File: src/rtl/combo_tracker.sv
// Combo tracker: counts consecutive line-clearing locks, breaking on window or hold timeouts.
// Optional macro COMBO_TETRIS_BONUS_EN: a four-line clear adds 2 instead of 1.
module combo_tracker #(
    parameter int unsigned CLEAR_WINDOW = 64,
    parameter int unsigned HOLD_TICKS   = 300
) (
    input  logic       clk,
    input  logic       rst,
    input  logic       tick_100HZ,
    input  logic       lock_pulse,
    input  logic       clear_pulse,
    input  logic [2:0] lines,
    input  logic       game_over,
    output logic [4:0] combo,
    output logic       combo_event
);

    localparam int unsigned WinW  = $clog2(CLEAR_WINDOW + 1);
    localparam int unsigned HoldW = $clog2(HOLD_TICKS + 1);
    localparam logic [WinW-1:0]  WinLoad  = WinW'(CLEAR_WINDOW);
    localparam logic [WinW-1:0]  WinOne   = WinW'(1);
    localparam logic [HoldW-1:0] HoldLoad = HoldW'(HOLD_TICKS);
    localparam logic [HoldW-1:0] HoldOne  = HoldW'(1);

    typedef enum logic [1:0] {StIdle, StWaitClear, StActive} state_e;

    state_e           state_q, state_d;
    logic [4:0]       combo_q, combo_d;
    logic             event_q, event_d;
    logic [WinW-1:0]  win_q, win_d;
    logic [HoldW-1:0] hold_q, hold_d;
    logic             tick_q, tick_seen_q;

    logic       qualify;
    logic       tick_rise;
    logic [1:0] step;

    function automatic logic [4:0] sat_add(input logic [4:0] base, input logic [1:0] inc);
        logic [5:0] sum;
        sum = {1'b0, base} + {4'd0, inc};
        return (sum > 6'd31) ? 5'd31 : sum[4:0];
    endfunction

    assign qualify   = clear_pulse && (lines != 3'd0);
    // No edge may be reported until at least one sample has been taken after reset.
    assign tick_rise = tick_100HZ && !tick_q && tick_seen_q;

`ifdef COMBO_TETRIS_BONUS_EN
    assign step = lines[2] ? 2'd2 : 2'd1;
`else
    assign step = 2'd1;
`endif

    always_comb begin
        state_d = state_q;
        combo_d = combo_q;
        event_d = 1'b0;
        win_d   = win_q;
        hold_d  = hold_q;

        if (game_over) begin
            state_d = StIdle;
            combo_d = 5'd0;
            win_d   = '0;
            hold_d  = '0;
        end else begin
            unique case (state_q)
                StIdle, StActive: begin
                    if (lock_pulse && qualify) begin
                        combo_d = sat_add(combo_q, step);
                        event_d = 1'b1;
                        state_d = StActive;
                        hold_d  = HoldLoad;
                        win_d   = '0;
                    end else if (lock_pulse) begin
                        state_d = StWaitClear;
                        win_d   = WinLoad;
                    end else if (state_q == StActive && tick_rise) begin
                        if (hold_q <= HoldOne) begin
                            state_d = StIdle;
                            combo_d = 5'd0;
                            hold_d  = '0;
                        end else begin
                            hold_d = hold_q - HoldOne;
                        end
                    end
                end
                StWaitClear: begin
                    // A new lock breaks the combo; a same-cycle clear then starts a fresh one.
                    if (lock_pulse && qualify) begin
                        combo_d = sat_add(5'd0, step);
                        event_d = 1'b1;
                        state_d = StActive;
                        hold_d  = HoldLoad;
                        win_d   = '0;
                    end else if (lock_pulse) begin
                        combo_d = 5'd0;
                        win_d   = WinLoad;
                    end else if (qualify) begin
                        combo_d = sat_add(combo_q, step);
                        event_d = 1'b1;
                        state_d = StActive;
                        hold_d  = HoldLoad;
                        win_d   = '0;
                    end else if (win_q <= WinOne) begin
                        state_d = StIdle;
                        combo_d = 5'd0;
                        win_d   = '0;
                    end else begin
                        win_d = win_q - WinOne;
                    end
                end
                default: begin
                    state_d = StIdle;
                    combo_d = 5'd0;
                    win_d   = '0;
                    hold_d  = '0;
                end
            endcase
        end
    end

    always_ff @(posedge clk or posedge rst) begin
        if (rst) begin
            state_q     <= StIdle;
            combo_q     <= 5'd0;
            event_q     <= 1'b0;
            win_q       <= '0;
            hold_q      <= '0;
            tick_q      <= 1'b0;
            tick_seen_q <= 1'b0;
        end else begin
            state_q     <= state_d;
            combo_q     <= combo_d;
            event_q     <= event_d;
            win_q       <= win_d;
            hold_q      <= hold_d;
            tick_q      <= tick_100HZ;
            tick_seen_q <= 1'b1;
        end
    end

    assign combo       = combo_q;
    assign combo_event = event_q;

endmodule

File: config.mk
export PLATFORM = sky130hd
export DESIGN_NAME = combo_tracker
export DESIGN_NICKNAME = d
export VERILOG_FILES = /design/src/rtl/combo_tracker.sv
export SDC_FILE = /design/constraint.sdc
export NUM_CORES = 1
export LEC_CHECK = 0
export BUFFER_PORTS_ARGS = -buffer_cell sky130_fd_sc_hd__buf_2
export CAP_MARGIN = 20
export CORE_MARGIN = 2
export CORE_UTILIZATION = 53
export CTS_CLUSTER_DIAMETER = 200
export DETAILED_ROUTE_END_ITERATION = 12
export PLACE_DENSITY = 0.75
export SYNTH_ARGS = -nofsm -noshare
export SYNTH_HDL_FRONTEND = slang
export SYNTH_SLANG_ARGS = --single-unit
File: constraint.sdc
create_clock -name clk -period 1.7 [get_ports clk]
set_input_delay 0.17 -clock clk [delete_from_list [all_inputs] [get_ports clk]]
set_output_delay 0.17 -clock clk [all_outputs]
set_load 0.03 [all_outputs]
==> results.toml, run 1 <==
[route]
drt_first_iter_violations = 173
initial_drt_pass_iterations = 4
route.final.wire_length_um = 4560
number_of_nets_with_antenna_violations_after_detailed_routing = 0
route.vias.total = 1708
avgViaCountPerCell = 6.21
drc_errors = 0
routedWlPerCell_um = 16.6

[power]
largest_voltage_drop_on_the_vdd_net_mv = 0.369
leakage_component_of_the_power_uw = 0.000980
power.total_uw = 1590
p_per_area_nw_per_um2 = 731

[die]
die_x_um = 61.0
die_height_um = 61.0
core_area_um2 = 3080
start_util_pct = 55.9
fp-row-count = 20
floorplan.die_area_um2 = 3720
ioPinCount = 15

[global_routing]
number_of_global_route_vias_before_repair = 1670
groute.usage.overall_pct = 26.7
number_of_antenna_violations_at_the_first_check_in_global_routing = 0
grt_pass1_wl_um = 7420
pin_count_of_the_biggest_net_entering_global_routing = 27
overflow = 0

[setup_path]
worst_path_required_ns = 1.97
crit_path_start_kind = "flop"
worst-endpoint-arrival_ns = 1.99
r2r_slack_ns = -0.02
crit_path_end_kind = "flop"
critical_path_peak_fanout = 9
criticalPathCategory = "reg -> reg"

[clocking]
tritoncts = "yes"
cts.htree.levels = 1
clkLatencyLatePin_ns = 0.32
cts.sink_count = 26
cts.clk_slew.worst_paths_ns = 0.14
cell_at_the_root_of_the_clock_tree = "sky130_fd_sc_hd__clkbuf_4"
cts_buffers = 3
max-clock-path-buffers = 2

[status]
result_of_the_run = "complete, but fails checks"
failed_checks = "negative setup slack"

[timing]
final.min_clock_period_ns = 1.72
setup_viol = 2
maximum_clock_rate_mhz = 581
hold_viol = 0
setup_total_negative_slack_ns = -0.0292
fin_worst_skew_ns = 0.00701
grt_setup_unrepaired = "true"
timing.final.ws_setup_ns = -0.0216
finalCritPeriodShare_pct = 101
final-max-slew-violation-count = 0

[synth]
yosys-top-cells-area = "sky130_fd_sc_hd__dfrtp_1, sky130_fd_sc_hd__a21oi_1, sky130_fd_sc_hd__ha_1"
postSynthCellCount = 190
mappedNetlistArea_um2 = 1720
synth_edf_count = 0
postSynth.asyncResetShare_pct = 100
most_area_hungry_cell_type_in_the_yosys_netlist = "sky130_fd_sc_hd__dfrtp_1"
yosysTopAreaCellShare_pct = 37.8
syn_area_per_cell_um2 = 9.05
synthesis.nets = 204
synthFlopType = "sky130_fd_sc_hd__dfrtp_1"
post_synth_num_cell_types = 55
synth-seq-cells = 26
sequential_cell_area_fraction_in_the_yosys_report_pct = 37.8
yosysWarningCount = 0

[layout]
n_fill_cell = 265
stdcell_count = 275
syn2layout_area_growth_pct = 26.4
core_occupancy_in_the_finished_layout_pct = 70.7
insertedDiodeCount = 0
proportion_of_layout_cells_with_a_drive_suffix_above_1_pct = 31.6
design.final.nets = 247

[place]
placement.io_buffers = 14
gp_congestion = 0.861
number_of_placed_instances_with_taps_included = 264
minimum_setup_slack_after_placement_ns = -0.0112
dp_hpwl_um = 3230

[min_path]
min-delay-path-class = "in -> reg"

[run]
max_cap_violations = 0
registers in the layout, summed over array words and instances (netlist names):
signal / cells
tick_q: 1
hold_q: 9
tick_seen_q: 1
combo: 5
win_q: 7
state_q: 2
combo_event: 1
per-layer routing:
| layer | vias up | part of all wire (%) | track usage (%) |
|---|---|---|---|
| met5 | - | 0 | 0 |
| met4 | 0 | 1.7 | 9.32 |
| met3 | 10 | 3.6 | 2.35 |
| met2 | 41 | 51 | 47.9 |
| met1 | 837 | 43 | 33.4 |
| li1 | 820 | - | - |
path summary, 6_finish.rpt:
kind,start,endpoint,cells past startpoint
setup / recovery,state_q[1],win_q[2],5
hold / removal,game_over,state_q[0],3
setup reg to reg,state_q[1],win_q[2],5
hold reg to reg,win_q[5],win_q[5],2
max in group asynchronous,rst,state_q[0],4
min in group asynchronous,rst,win_q[6],4
critical path, stage by stage, from the launching register on:
cell and delay, ns:
sky130_fd_sc_hd__dfrtp_1 0.46, sky130_fd_sc_hd__or4b_4 0.56, sky130_fd_sc_hd__a311oi_4 0.25, sky130_fd_sc_hd__buf_6 0.17, sky130_fd_sc_hd__a21o_1 0.11, sky130_fd_sc_hd__a22o_2 0.11
metrics by stage:
step | cell area (µm²) | hold WS (ns)
floorplan | 1720 | 0.201
global placement | 1980 | 0.241
detailed placement | 1980 | 0.246
CTS | 2080 | 0.188
global route | 2170 | 0.206
finish | 2170 | 0.195
cells by family (layout without fill, tap and decap cells):
kind of cell / count (synthesis) / count (layout) / synth area share (%)
AOI/OAI and AO/OA: 69 / 69 / 30.8
and+or+nand+nor: 65 / 65 / 20.9
DFF: 26 / 26 / 37.8
buffers and inverters: 21 / 62 / 4.65
adders and majority gates: 5 / 5 / 3.64
muxes: 3 / 3 / 1.96
other: 1 / 1 / 0.218
synthesized netlist by cell type, types with 3 or more instances:
cell type and n:
sky130_fd_sc_hd__dfrtp_1 26, sky130_fd_sc_hd__inv_1 16, sky130_fd_sc_hd__a21oi_1 13, sky130_fd_sc_hd__nor3_1 12, sky130_fd_sc_hd__nand2_1 9, sky130_fd_sc_hd__nor2_1 9, sky130_fd_sc_hd__nand3_1 7, sky130_fd_sc_hd__ha_1 5
sky130_fd_sc_hd__nand2b_1 5, sky130_fd_sc_hd__o21ai_0 5, sky130_fd_sc_hd__a21boi_0 4, sky130_fd_sc_hd__a31oi_1 4, sky130_fd_sc_hd__clkbuf_1 4, sky130_fd_sc_hd__nor4_1 4, sky130_fd_sc_hd__o211ai_1 4, sky130_fd_sc_hd__a21o_1 3
sky130_fd_sc_hd__a311oi_1 3, sky130_fd_sc_hd__mux2_2 3, sky130_fd_sc_hd__o21ai_1 3, sky130_fd_sc_hd__or3_1 3
cell type report:
type                            instances  area (µm²)  share of cell area (%)
Multi-Input combinational cell        143        1090                    50.1
Clock buffer                            3        22.5                    1.04
Sequential cell                        26         652                    30.0
Inverter                               16        60.1                    2.76
Timing Repair Buffer                   43         297                    13.6
Tap cell                               44        55.1                    2.53
cells in the final DEF, fill, tap and decap left out, drive strengths merged, types with 5 or more instances in the layout:
cell type,n
nand2b,5
nor2,9
buf,41
nand3,7
o21ai,8
nand2,9
inv,16
o211ai,5
dfrtp,26
ha,5
nor3,12
a21oi,15
repair_timing:
action,CTS,global route
pin swaps,1,9
hold buffers,2,0
endpoints found under the setup margin,6,21
resized for setup,7,19
buffers inserted,3,3
endpoints found under the hold margin,27,0
power by group:
group	total (µW)	internal [µW]	leakage, µW	switching (µW)
logic	622	285	0.000615	337
registers	700	652	0.000351	48.3
clock network	267	83.1	0.0000138	184
total	1590	1020	0.000980	569
No activity file was read; power rests on OpenSTA's default activity.
==> run 2: changes to the inputs <==
--- a/config.mk
+++ b/config.mk
@@ -8,10 +8,9 @@
 export BUFFER_PORTS_ARGS = -buffer_cell sky130_fd_sc_hd__buf_2
 export CAP_MARGIN = 20
 export CORE_MARGIN = 2
-export CORE_UTILIZATION = 53
+export CORE_UTILIZATION = 44
 export CTS_CLUSTER_DIAMETER = 200
 export DETAILED_ROUTE_END_ITERATION = 12
-export PLACE_DENSITY = 0.75
 export SYNTH_ARGS = -nofsm -noshare
 export SYNTH_HDL_FRONTEND = slang
 export SYNTH_SLANG_ARGS = --single-unit
==> results.toml, run 2 (synthesized netlist as in run 1, its figures left out) <==
[clocking]
cts.htree.levels = 1
tritoncts = "yes"
cts.clk_slew.worst_paths_ns = 0.09
cell_at_the_root_of_the_clock_tree = "sky130_fd_sc_hd__clkbuf_8"
cts.sink_count = 26
cts_buffers = 3
clkLatencyLatePin_ns = 0.27
max-clock-path-buffers = 2

[timing]
worst-slew-pin-transition_ns = 0.567
slew-limit-headroom_pct = 61.9
timing.final.ws_setup_ns = -0.0252
fin_worst_skew_ns = 0.00195
finalCritPeriodShare_pct = 101
whs_ns = 0.0144
final-max-slew-violation-count = 0
setup_total_negative_slack_ns = -0.0800
setup_viol = 5
final.min_clock_period_ns = 1.73
maximum_clock_rate_mhz = 580
grt_setup_unrepaired = "true"
hold_viol = 0

[power]
power.total_uw = 1650
largest_voltage_drop_on_the_vdd_net_mv = 0.466
leakage_component_of_the_power_uw = 0.000997
p_per_area_nw_per_um2 = 753

[place]
gp_congestion = 0.820
dp_hpwl_um = 3340
dpl-instance-area_um2 = 1990
placement.io_buffers = 14

[global_routing]
number_of_global_route_vias_before_repair = 1626
overflow = 0
grt_pass1_wl_um = 7450
number_of_antenna_violations_at_the_first_check_in_global_routing = 0
pin_count_of_the_biggest_net_entering_global_routing = 18
groute.usage.overall_pct = 21.8

[setup_path]
crit_path_end_kind = "flop"
critical_path_peak_fanout = 5
crit_path_start_kind = "flop"
worst-endpoint-arrival_ns = 1.93
criticalPathCategory = "reg -> reg"
worst_path_required_ns = 1.90

[die]
fp-row-count = 22
ioPinCount = 15
start_util_pct = 46.3
core_area_um2 = 3720
die_height_um = 66.5
floorplan.die_area_um2 = 4430
die_x_um = 66.5

[layout]
proportion_of_layout_cells_with_a_drive_suffix_above_1_pct = 31.9
design.final.nets = 245
core_occupancy_in_the_finished_layout_pct = 58.9
largest_register_ff_count = 9
most-common-layout-cells = "sky130_fd_sc_hd__dfrtp_1, sky130_fd_sc_hd__buf_4, sky130_fd_sc_hd__inv_1"
layout_commonest_cell = "sky130_fd_sc_hd__dfrtp_1"
regMostFlops = "hold_q"
syn2layout_area_growth_pct = 27.2
insertedDiodeCount = 0
finalInstanceArea_um2 = 2190

[route]
routedWlPerCell_um = 16.5
initial_drt_pass_iterations = 4
route.vias.total = 1681
drt_first_iter_violations = 85
drc_errors = 0
route.final.wire_length_um = 4570
avgViaCountPerCell = 6.07
number_of_nets_with_antenna_violations_after_detailed_routing = 0

[status]
failed_checks = "negative setup slack"
result_of_the_run = "complete, but fails checks"

[min_path]
min-delay-path-class = "in -> reg"

[run]
max_cap_violations = 0
[run 2: layout make-up]
cell class / count / area, µm²
clock buffer: 3 / 41.3
sequential: 26 / 651
multi-input combinational: 143 / 1100
inverter: 16 / 60.1
tap: 48 / 60.1
timing repair buffer: 41 / 279
fill: 353 / 1530
[run 2: worst max-delay path: stages (launching register included)]
cell,delay (ns)
sky130_fd_sc_hd__dfrtp_1,0.42
sky130_fd_sc_hd__or4b_4,0.51
sky130_fd_sc_hd__a311oi_4,0.33
sky130_fd_sc_hd__buf_6,0.18
sky130_fd_sc_hd__a21oi_4,0.06
sky130_fd_sc_hd__o211ai_2,0.15
[run 2: what timing repair did]
item / 4_1_cts / 5_1_grt
endpoints found under the setup margin: 8 / 19
pin swaps: 1 / 14
gates cloned: 0 / 1
hold endpoints to repair: 9 / 0
setup buffers: 1 / 3
gates resized for setup: 3 / 23
hold buffers: 1 / 0
[run 2: layer usage]
| layer | wire length [µm] | share of wire (%) | vias up | global-route usage, % |
|---|---|---|---|---|
| met5 | 0 | 0 | - | 0 |
| met4 | 38 | 0.83 | 0 | 5.10 |
| met3 | 197 | 4.3 | 6 | 4.90 |
| met2 | 2230 | 49 | 39 | 36.6 |
| met1 | 2110 | 46 | 824 | 28.6 |
| li1 | - | - | 812 | - |
[run 2: power by group]
part           switching [µW]  internal, µW  total (µW)
clock                     198           159         358
sequential               45.8           651         697
combinational             335           257         593
[run 2: path summary, 6_finish.rpt]
kind | start | end | slack [ns] | cells past startpoint
max | state_q[1] | combo[0] | -0.03 | 5
min | tick_100HZ | tick_q | 0.01 | 1
max reg2reg | state_q[1] | combo[0] | -0.03 | 5
min reg2reg | win_q[5] | win_q[5] | 0.54 | 2
max in group asynchronous | rst | combo[4] | 0.72 | 4
min in group asynchronous | rst | tick_q | 0.40 | 3
[run 2: per-stage QoR]
| step | std cells | setup slack (ns) |
|---|---|---|
| after global routing | 277 | -0.0909 |
| final | 277 | -0.0252 |
| after global placement | 268 | 0.0339 |
| after floorplan | 190 | 0.0350 |
| after detailed placement | 268 | -0.00930 |
| after CTS | 273 | -0.0000853 |
==> run 3: changes to the inputs <==
--- a/config.mk
+++ b/config.mk
@@ -8,9 +8,10 @@
 export BUFFER_PORTS_ARGS = -buffer_cell sky130_fd_sc_hd__buf_2
 export CAP_MARGIN = 20
 export CORE_MARGIN = 2
-export CORE_UTILIZATION = 44
+export CORE_UTILIZATION = 47
 export CTS_CLUSTER_DIAMETER = 200
 export DETAILED_ROUTE_END_ITERATION = 12
+export PLACE_DENSITY = 0.68
 export SYNTH_ARGS = -nofsm -noshare
 export SYNTH_HDL_FRONTEND = slang
 export SYNTH_SLANG_ARGS = --single-unit
==> results.toml, run 3 (synthesized netlist as in run 1, its figures left out) <==
[setup_path]
crit_path_start_kind = "flop"
worst-endpoint-arrival_ns = 2.01
critical_path_peak_fanout = 5
reg2reg_depth = 5
worst_r2r_endpoint = "win_q[2]"
worst_path_required_ns = 1.99
crit_path_end_kind = "flop"
worstReg2RegStart = "state_q[1]"
criticalPathCategory = "reg -> reg"
r2r_slack_ns = -0.02

[route]
route.vias.total = 1713
avgViaCountPerCell = 6.27
route.final.wire_length_um = 4560
number_of_nets_with_antenna_violations_after_detailed_routing = 0
drc_errors = 0
routedWlPerCell_um = 16.7
drt_first_iter_violations = 152
initial_drt_pass_iterations = 4

[global_routing]
number_of_global_route_vias_before_repair = 1645
grt_use_met2_pct = 41.5
top_usage_layer = "met2"
pin_count_of_the_biggest_net_entering_global_routing = 27
number_of_antenna_violations_at_the_first_check_in_global_routing = 0
groute.usage.overall_pct = 23.0
grt_use_met1_pct = 29.3
grt_pass1_wl_um = 7620
gr_met3_demand_resource_pct = 2.78
overflow = 0

[die]
core_area_um2 = 3420
die_height_um = 64.5
start_util_pct = 50.4
fp-row-count = 21
floorplan.die_area_um2 = 4160
die_x_um = 64.5
ioPinCount = 15

[timing]
setup_viol = 2
maximum_clock_rate_mhz = 580
setup_total_negative_slack_ns = -0.0383
fin_worst_skew_ns = 0.00516
final-max-slew-violation-count = 0
hold_viol = 0
finalCritPeriodShare_pct = 101
timing.final.ws_setup_ns = -0.0238
final.min_clock_period_ns = 1.72
grt_setup_unrepaired = "true"

[layout]
design.final.nets = 242
syn2layout_area_growth_pct = 28.2
proportion_of_layout_cells_with_a_drive_suffix_above_1_pct = 33.0
core_occupancy_in_the_finished_layout_pct = 64.6
insertedDiodeCount = 0
regMostFlops = "hold_q"
layout_commonest_cell = "sky130_fd_sc_hd__dfrtp_1"
most-common-layout-cells = "sky130_fd_sc_hd__dfrtp_1, sky130_fd_sc_hd__buf_4, sky130_fd_sc_hd__inv_1"
largest_register_ff_count = 9

[status]
failed_checks = "negative setup slack"
result_of_the_run = "complete, but fails checks"

[min_path]
min-delay-path-class = "in -> reg"
worst_hold_path_ep = "state_q[0]"
hold-path-cell-count = 3
hp-start = "game_over"

[power]
p_per_area_nw_per_um2 = 794
largest_voltage_drop_on_the_vdd_net_mv = 0.344
leakage_component_of_the_power_uw = 0.000981

[run]
max_cap_violations = 0

[clocking]
tritoncts = "yes"
max-clock-path-buffers = 2
cts.sink_count = 26
cts.clk_slew.worst_paths_ns = 0.15
cts.htree.levels = 1
cts_buffers = 3
cell_at_the_root_of_the_clock_tree = "sky130_fd_sc_hd__clkbuf_4"
clkLatencyLatePin_ns = 0.33

[place]
placement.io_buffers = 14
gp_congestion = 0.872
dp_hpwl_um = 3120
==> run 3: area by class of cell <==
cell class                      count  area (µm²)
Clock inverter                      1        30.0
Clock buffer                        3        22.5
Timing Repair Buffer               38         256
Fill cell                         293        1210
Tap cell                           46        57.6
Multi-Input combinational cell    143        1120
Sequential cell                    26         654
Inverter                           16        60.1
==> run 3: how the worst max path moves through the flow <==
| stage | from | endpoint | slack, ns | cells past startpoint |
|---|---|---|---|---|
| 2_1_floorplan | state_q[1] | win_q[2] | 0.03 | 4 |
| 3_3_place_gp | hold_q[3] | state_q[1] | -0.04 | 4 |
| 3_5_place_dp | state_q[1] | combo[0] | -0.008 | 5 |
| 4_1_cts | state_q[1] | win_q[2] | -0.01 | 5 |
| 5_1_grt | state_q[1] | win_q[2] | -0.08 | 5 |
| 6_report | state_q[1] | win_q[2] | -0.02 | 5 |
==> run 3: what timing repair did <==
item	4_1_cts	5_1_grt
pin swaps	0	7
endpoints found under the setup margin	9	20
buffers inserted	0	3
gates resized for setup	4	29
endpoints found under the hold margin	27	0
hold buffers	2	0
gates cloned	0	1
==> run 3: worst max-delay path, stage by stage (launching register included) <==
cell,delay (ns)
sky130_fd_sc_hd__dfrtp_1,0.45
sky130_fd_sc_hd__or4b_4,0.51
sky130_fd_sc_hd__a311oi_4,0.31
sky130_fd_sc_hd__buf_6,0.18
sky130_fd_sc_hd__a21o_1,0.11
sky130_fd_sc_hd__a22o_2,0.11
==> run 3: per-layer routing <==
layer  vias up  routed length [µm]  share of wire [%]
met5         -                   0                  0
met4         0                  60                1.3
met3         8                 193                4.2
met2        44                2480                 54
met1       860                1820                 40
li1        801                   -                  -
==> run 3: power breakdown <==
part	total (µW)	switching, µW	internal (µW)
Combinational	606	340	266
Sequential	704	51.8	653
Clock	441	202	239
==> run 3: metrics by stage <==
stage,hold WS (ns),instances,cell area (µm²),power [µW],setup WS (ns)
finish,0.220,273,2210,1750,-0.0238
global route,0.211,273,2210,1850,-0.0832
CTS,0.201,269,2060,1640,-0.0130
detailed placement,0.244,263,1960,1180,-0.00824
global placement,0.237,263,1960,1170,-0.0411
floorplan,0.201,190,1720,1010,0.0350
